--- src/rtl/fifo_stream_pkg.sv ---
// fifo_stream_pkg
//   Shared types and helpers for the FIFO stream reader family.
//   - rd_state_e    : reader FSM states
//   - BURST_MAX_DEF : default maximum burst length in words
//   - calc_lw()     : width needed to hold a burst length of 0..burst_max
package fifo_stream_pkg;

  localparam int BURST_MAX_DEF = 64;

  typedef enum logic [0:0] {
    IDLE = 1'b0,
    RUN  = 1'b1
  } rd_state_e;

  function automatic int calc_lw(input int burst_max);
    return $clog2(burst_max + 1);
  endfunction

endpackage

--- src/rtl/stream_skid_buf2.sv ---
// stream_skid_buf2
//   Two-entry register buffer for valid/ready streams. Entry 0 is the head.
//   Ports:
//     clk, rst    : clock, synchronous active-high reset
//     flush       : drop all entries (wins over push/pop)
//     push, din   : write din at the tail
//     pop         : remove the head (ignored when empty)
//     count       : number of entries held (0..2)
//     head        : head entry, registered
module stream_skid_buf2 #(
  parameter int WIDTH = 8
) (
  input  logic             clk,
  input  logic             rst,
  input  logic             flush,
  input  logic             push,
  input  logic [WIDTH-1:0] din,
  input  logic             pop,
  output logic [1:0]       count,
  output logic [WIDTH-1:0] head
);

  logic [WIDTH-1:0] ent0;
  logic [WIDTH-1:0] ent1;
  logic [1:0]       cnt;
  logic             pop_eff;

  assign pop_eff = pop && (cnt != 2'd0);
  assign count   = cnt;
  assign head    = ent0;

  always_ff @(posedge clk) begin
    if (rst) begin
      cnt  <= 2'd0;
      ent0 <= '0;
      ent1 <= '0;
    end else if (flush) begin
      cnt <= 2'd0;
    end else begin
      case ({push, pop_eff})
        2'b10: begin
          if (cnt == 2'd0) ent0 <= din;
          else             ent1 <= din;
          if (cnt != 2'd2) cnt <= cnt + 2'd1;
        end
        2'b01: begin
          ent0 <= ent1;
          cnt  <= cnt - 2'd1;
        end
        2'b11: begin
          // Simultaneous push/pop keeps the count; the new word lands
          // behind whatever is still queued so order is preserved.
          if (cnt == 2'd1) begin
            ent0 <= din;
          end else begin
            ent0 <= ent1;
            ent1 <= din;
          end
        end
        default: ;
      endcase
    end
  end

  // Upstream credit logic must never push into a full buffer without a pop.
  a_no_overflow: assert property (@(posedge clk) disable iff (rst)
    !(push && !pop_eff && !flush && cnt == 2'd2));

endmodule

--- src/rtl/fifo_stream_reader.sv ---
// fifo_stream_reader
//   Drains a synchronous FIFO (one-cycle registered read latency) and
//   presents a burst of burst_len words as a valid/ready stream.
//   Ports:
//     clk, rst           : clock, synchronous active-high reset
//     start, burst_len   : begin a burst of 1..BURST_MAX words (IDLE only)
//     abort              : terminate the current burst immediately
//     fifo_empty         : FIFO empty flag
//     fifo_rd_en         : FIFO read enable (combinational)
//     fifo_data          : FIFO read data, valid the cycle after fifo_rd_en
//     m_valid/m_ready    : stream handshake
//     m_data, m_last     : stream word and end-of-burst marker
//     busy               : burst in progress
//     done               : one-cycle pulse after the final word is accepted
//     words_out          : words accepted downstream in the current burst
//
//   state | meaning
//   ------+-----------------------------------------------------------
//   IDLE  | waiting for a legal start; outputs quiet
//   RUN   | issuing FIFO reads and streaming words until N accepted
module fifo_stream_reader
  import fifo_stream_pkg::*;
#(
  parameter int WIDTH     = 8,
  parameter int BURST_MAX = BURST_MAX_DEF,
  parameter int LW        = calc_lw(BURST_MAX)
) (
  input  logic             clk,
  input  logic             rst,
  input  logic             start,
  input  logic [LW-1:0]    burst_len,
  input  logic             abort,
  input  logic             fifo_empty,
  output logic             fifo_rd_en,
  input  logic [WIDTH-1:0] fifo_data,
  output logic             m_valid,
  input  logic             m_ready,
  output logic [WIDTH-1:0] m_data,
  output logic             m_last,
  output logic             busy,
  output logic             done,
  output logic [LW-1:0]    words_out
);

  localparam logic [0:0] ST_IDLE = IDLE;
  localparam logic [0:0] ST_RUN  = RUN;

  logic [0:0]    state;
  logic [LW-1:0] n_len;
  logic [LW-1:0] issued;
  logic [LW-1:0] words_cnt;
  logic          inflight;
  logic [1:0]    buf_count;
  logic          run;
  logic          pop;
  logic          start_ok;
  logic          last_hs;
  logic [2:0]    occ_now;
  logic [2:0]    occ_next;

  assign run  = (state == ST_RUN);
  assign pop  = m_valid && m_ready;
  assign busy = run;

  assign start_ok = (state == ST_IDLE) && start &&
                    (burst_len != '0) && (burst_len <= LW'(BURST_MAX));

  assign last_hs = pop && (words_cnt == n_len - LW'(1));

  // Credit check counts the word already in flight, so the buffer can
  // absorb everything requested even if downstream stalls right now.
  assign occ_now    = {1'b0, buf_count} + {2'b00, inflight};
  assign occ_next   = occ_now - {2'b00, pop};
  assign fifo_rd_en = run && !fifo_empty && (issued < n_len) && (occ_next < 3'd2);

  assign m_valid   = (buf_count != 2'd0);
  assign m_last    = m_valid && (words_cnt == n_len - LW'(1));
  assign words_out = words_cnt;

  always_ff @(posedge clk) begin
    if (rst) begin
      state     <= ST_IDLE;
      n_len     <= '0;
      issued    <= '0;
      words_cnt <= '0;
      inflight  <= 1'b0;
      done      <= 1'b0;
    end else begin
      done     <= 1'b0;
      inflight <= 1'b0;
      case (state)
        ST_IDLE: begin
          if (start_ok) begin
            state     <= ST_RUN;
            n_len     <= burst_len;
            issued    <= '0;
            words_cnt <= '0;
          end
        end
        ST_RUN: begin
          // Abort drops any read still in flight; that FIFO word is lost.
          if (abort) begin
            state <= ST_IDLE;
          end else begin
            inflight <= fifo_rd_en;
            if (fifo_rd_en) issued    <= issued + LW'(1);
            if (pop)        words_cnt <= words_cnt + LW'(1);
            if (last_hs) begin
              state <= ST_IDLE;
              done  <= 1'b1;
            end
          end
        end
        default: state <= ST_IDLE;
      endcase
    end
  end

  stream_skid_buf2 #(
    .WIDTH (WIDTH)
  ) u_buf (
    .clk   (clk),
    .rst   (rst),
    .flush (run && abort),
    .push  (inflight),
    .din   (fifo_data),
    .pop   (pop),
    .count (buf_count),
    .head  (m_data)
  );

endmodule

--- config.mk ---
export PLATFORM = sky130hd
export DESIGN_NAME = fifo_stream_reader
export DESIGN_NICKNAME = d
export VERILOG_FILES = /design/src/rtl/fifo_stream_pkg.sv /design/src/rtl/stream_skid_buf2.sv /design/src/rtl/fifo_stream_reader.sv
export SDC_FILE = /design/constraint.sdc
export NUM_CORES = 1
export LEC_CHECK = 0
export BUFFER_PORTS_ARGS = -buffer_cell sky130_fd_sc_hd__buf_4
export CORE_ASPECT_RATIO = 1.25
export CORE_MARGIN = 2
export CORE_UTILIZATION = 47
export DETAILED_ROUTE_END_ITERATION = 16
export PLACE_DENSITY = 0.71
export SLEW_MARGIN = 20
export SYNTH_ARGS = -nofsm -noshare
export SYNTH_HDL_FRONTEND = slang
export SYNTH_SLANG_ARGS = --single-unit
--- constraint.sdc ---
create_clock -name clk -period 3.1 [get_ports clk]
set_input_delay 0.155 -clock clk [delete_from_list [all_inputs] [get_ports clk]]
set_output_delay 0.155 -clock clk [all_outputs]
set_load 0.03 [all_outputs]
==> metrics.txt <==
# TYPE chip_impl_metric gauge
chip_impl_metric{name="track_usage",unit=""} 0.220
chip_impl_metric{name="cts_buffer_depth",unit=""} 2
chip_impl_info{name="root_buffer",value="sky130_fd_sc_hd__clkbuf_8"} 1
chip_impl_metric{name="hold_depth",unit=""} 3
chip_impl_info{name="layout_commonest_cell",value="sky130_fd_sc_hd__buf_4"} 1
chip_impl_metric{name="fmaxAchievable",unit="GHz"} 0.334
chip_impl_info{name="run_status",value="completed"} 1
chip_impl_metric{name="vias_per_cell",unit=""} 5.60
chip_impl_metric{name="floorplan.io_pins",unit=""} 41
chip_impl_metric{name="critPathRequiredTime",unit="ns"} 2.94
chip_impl_metric{name="first_pass_iters",unit=""} 4
chip_impl_metric{name="avgSynthCellArea",unit="sq um"} 8.58
chip_impl_metric{name="port-buffer-count",unit=""} 40
chip_impl_metric{name="ys.warnings.count",unit=""} 0
chip_impl_metric{name="power.share.clock",unit=""} 0.400
chip_impl_metric{name="ff2ff_path_depth",unit=""} 12
chip_impl_metric{name="cts.hold.buffers_added",unit=""} 0
chip_impl_metric{name="timing.final.crit_share",unit=""} 0.965
chip_impl_metric{name="synth.cell_area",unit="sq mm"} 0.00231
chip_impl_info{name="worst_setup_path_start_kind",value="flop"} 1
chip_impl_metric{name="power_density",unit="mW/mm^2"} 467
chip_impl_metric{name="grt_first_pass_wirelength",unit="mm"} 9.21
chip_impl_metric{name="max_cap_viol_count",unit=""} 0
chip_impl_metric{name="postSynthNetCount",unit=""} 304
chip_impl_metric{name="report.final.setup_viol",unit=""} 0
chip_impl_metric{name="drive_above_1_share",unit=""} 0.221
chip_impl_metric{name="final.min_clock_period",unit="ns"} 2.99
chip_impl_metric{name="area_delta_synth_final",unit="%"} 25.8
chip_impl_metric{name="cts.reportedPaths.clkPinSlew",unit="ns"} 0.08
chip_impl_metric{name="rrSetupSlack",unit="ns"} 0.18
chip_impl_metric{name="switching_power",unit="mW"} 0.345
chip_impl_metric{name="clk-insertion-delay-late",unit="ns"} 0.30
chip_impl_metric{name="power.share.combinational",unit=""} 0.179
chip_impl_info{name="critical_path.startpoint",value="u_buf.count[0]"} 1
chip_impl_info{name="tritoncts",value="done"} 1
chip_impl_metric{name="power_after_layout",unit="mW"} 1.36
chip_impl_metric{name="drt-wirelength-per-cell",unit="microns"} 14.6
chip_impl_metric{name="cts_inserted_buffers",unit=""} 5
chip_impl_metric{name="slew_headroom",unit=""} 0.562
chip_impl_info{name="synth_top_area_cell",value="sky130_fd_sc_hd__dfxtp_1"} 1
chip_impl_metric{name="power.leakage",unit="nW"} 1.26
chip_impl_metric{name="antenna_found_initial",unit=""} 0
chip_impl_metric{name="cp_data_arrival_time",unit="ns"} 2.84
chip_impl_metric{name="clkSinkCount",unit=""} 42
chip_impl_metric{name="tightest_slew",unit="ns"} 0.651
chip_impl_info{name="critPathKind",value="reg -> out"} 1
chip_impl_metric{name="detail-route-antenna-nets",unit=""} 0
chip_impl_metric{name="p_seq_frac",unit=""} 0.421
chip_impl_info{name="post_synth_main_area_contributors",value="sky130_fd_sc_hd__dfxtp_1, sky130_fd_sc_hd__mux2i_1, sky130_fd_sc_hd__ha_1"} 1
chip_impl_metric{name="antenna-diode-count",unit=""} 0
chip_impl_metric{name="netlist.area_leader.share",unit=""} 0.364
chip_impl_metric{name="finClkSkew",unit="ns"} 0.00459
chip_impl_info{name="synth_flop_cell",value="sky130_fd_sc_hd__dfxtp_1"} 1
chip_impl_metric{name="postSynthCellCount",unit=""} 269
chip_impl_info{name="rr_startpoint",value="u_buf.count[0]"} 1
chip_impl_metric{name="core-area",unit="sq mm"} 0.00473
chip_impl_metric{name="internal_power",unit="mW"} 1.01
chip_impl_metric{name="synthDistinctLibCells",unit=""} 41
chip_impl_metric{name="routabilityCongestion",unit=""} 0.867
chip_impl_metric{name="starting_density_of_the_core",unit=""} 0.488
chip_impl_metric{name="final_util",unit=""} 0.613
chip_impl_metric{name="chipWidth",unit="microns"} 66.7
chip_impl_metric{name="hold_violations",unit=""} 0
chip_impl_info{name="hold_start",value="fifo_data[0]"} 1
chip_impl_metric{name="grt_pass1_vias",unit=""} 1996
chip_impl_metric{name="sw_frac_of_total",unit=""} 0.255
chip_impl_metric{name="peakVddDrop",unit="mV"} 0.308
chip_impl_metric{name="overflow",unit=""} 0
chip_impl_metric{name="rows",unit=""} 28
chip_impl_metric{name="drc",unit=""} 0
chip_impl_metric{name="hpwl",unit="mm"} 3.84
chip_impl_metric{name="synth-seq-cells",unit=""} 42
chip_impl_info{name="endpoint_kind",value="output pin"} 1
chip_impl_metric{name="ys_seq_area_frac",unit=""} 0.364
chip_impl_metric{name="grt_max_degree",unit=""} 34
chip_impl_metric{name="postSynth.asyncResetShare",unit=""} 0
chip_impl_metric{name="synth_edf_count",unit=""} 0
chip_impl_info{name="regToRegEndpoint",value="issued[3]"} 1
chip_impl_metric{name="die_height",unit="microns"} 82.3
chip_impl_metric{name="drt-initial-drc-count",unit=""} 132
chip_impl_info{name="mostFrequentLayoutCells",value="sky130_fd_sc_hd__buf_4, sky130_fd_sc_hd__dfxtp_1, sky130_fd_sc_hd__nor2_1"} 1
chip_impl_metric{name="dieArea",unit="sq mm"} 0.00549
chip_impl_metric{name="detailroute.via_count",unit=""} 2111
chip_impl_info{name="timing.critical_path.to",value="fifo_rd_en"} 1
chip_impl_info{name="hold_wc_path_type",value="in -> reg"} 1
chip_impl_metric{name="drv_slew",unit=""} 0
chip_impl_metric{name="htree_levels",unit=""} 2
chip_impl_metric{name="finish.net_count",unit=""} 351
chip_impl_metric{name="path_max_fanout",unit=""} 5
chip_impl_metric{name="postRouteWirelength",unit="mm"} 5.52
[Yosys cell counts (2+ instances only)]
cell type                  count
sky130_fd_sc_hd__xor2_1        4
sky130_fd_sc_hd__nor2_1       28
sky130_fd_sc_hd__or4_1         6
sky130_fd_sc_hd__dfxtp_1      42
sky130_fd_sc_hd__nand3b_1      2
sky130_fd_sc_hd__xnor2_1       8
sky130_fd_sc_hd__o211ai_1      3
sky130_fd_sc_hd__and4_1        4
sky130_fd_sc_hd__nand3_1       6
sky130_fd_sc_hd__o21ai_0       9
sky130_fd_sc_hd__nand2b_1      4
sky130_fd_sc_hd__and3b_1       2
sky130_fd_sc_hd__a211oi_1     10
sky130_fd_sc_hd__a21o_1        3
sky130_fd_sc_hd__a21oi_1      17
sky130_fd_sc_hd__inv_1        15
sky130_fd_sc_hd__nor2b_1       5
sky130_fd_sc_hd__ha_1         13
sky130_fd_sc_hd__or3_1         5
sky130_fd_sc_hd__o31ai_1       5
sky130_fd_sc_hd__nand4_1       3
sky130_fd_sc_hd__nand2_1      22
sky130_fd_sc_hd__buf_2         2
sky130_fd_sc_hd__mux2i_1      18
sky130_fd_sc_hd__nor4_1        2
sky130_fd_sc_hd__clkbuf_1      9
sky130_fd_sc_hd__nor3_1        8
[stage by stage]
step | setup TNS (ns) | hold slack, ns | setup WS (ns) | area (sq um) | cells
6_report | 0 | 0.0947 | 0.109 | 2900 | 377
5_1_grt | -0.0284 | 0.0995 | -0.0191 | 2900 | 377
4_1_cts | 0 | 0.0890 | 0.0457 | 2860 | 375
3_5_place_dp | 0 | 0.408 | 0.0275 | 2690 | 364
3_3_place_gp | 0 | 0.395 | 0.119 | 2690 | 364
2_1_floorplan | 0 | 0.237 | 0.0141 | 2310 | 269
[routing by layer]
| metal | part of all wire | track usage | up-vias |
|---|---|---|---|
| met5 | 0 | 0 | - |
| met4 | 0.021 | 0.0755 | 0 |
| met3 | 0.048 | 0.0596 | 11 |
| met2 | 0.49 | 0.384 | 49 |
| met1 | 0.44 | 0.259 | 988 |
| li1 | - | - | 1063 |
[power by group through the flow]
stage / logic [mW] / registers (mW) / clock network [mW]
detailed placement: 0.223 / 0.583 / 0
global placement: 0.220 / 0.582 / 0
floorplan: 0.125 / 0.602 / 0
CTS: 0.229 / 0.571 / 0.553
global route: 0.267 / 0.573 / 0.575
finish: 0.242 / 0.571 / 0.542
[layout make-up]
| type | instances | area, sq um |
|---|---|---|
| fill | 454 | 1830 |
| multi-input combinational | 202 | 1410 |
| clock buffer | 6 | 82.6 |
| inverter | 15 | 56.3 |
| tap | 60 | 75.1 |
| sequential | 42 | 843 |
| clock inverter | 2 | 60.1 |
| timing repair buffer | 50 | 379 |
[flip-flops by register name (all words and copies together), names as in the netlist]
| register | flops |
|---|---|
| issued | 7 |
| u_buf.head | 8 |
| done | 1 |
| n_len | 7 |
| words_out | 7 |
| inflight | 1 |
| u_buf.ent1 | 8 |
| u_buf.count | 2 |
| busy | 1 |
[cell families after synthesis]
logic type      Yosys count  synth area share
compound gates           56             0.157
buf+inv                  26            0.0434
mux                      18            0.0781
simple gates            101             0.232
flops                    42             0.364
xor+xnor                 12            0.0456
fa+ha+maj                14            0.0792
[worst max-delay path: stages, from the launching register on]
cell	delay [ns]
sky130_fd_sc_hd__dfxtp_2	0.34
sky130_fd_sc_hd__inv_2	0.08
sky130_fd_sc_hd__ha_2	0.18
sky130_fd_sc_hd__nand2b_4	0.12
sky130_fd_sc_hd__inv_2	0.04
sky130_fd_sc_hd__ha_1	0.26
sky130_fd_sc_hd__nand2b_4	0.14
sky130_fd_sc_hd__fa_2	0.38
sky130_fd_sc_hd__xnor2_2	0.16
sky130_fd_sc_hd__nand4_1	0.12
sky130_fd_sc_hd__a221o_2	0.37
sky130_fd_sc_hd__buf_4	0.16
sky130_fd_sc_hd__inv_1	0.06
sky130_fd_sc_hd__buf_6	0.12
[worst min-delay path by stage]
| stage | to | slack, ns |
|---|---|---|
| floorplan | u_buf.count[1] | 0.24 |
| global placement | u_buf.ent1[2] | 0.39 |
| finish | u_buf.ent1[0] | 0.09 |
| detailed placement | u_buf.ent1[3] | 0.41 |
| CTS | u_buf.ent1[4] | 0.09 |
| global route | u_buf.ent1[4] | 0.1 |
[repair_timing]
action	in CTS	in global routing
pin swaps	1	3
setup buffers	2	2
setup endpoints to repair	1	8
gates cloned	1	0
resized for setup	2	7
Note: power is estimated with default switching activity, not from simulation.
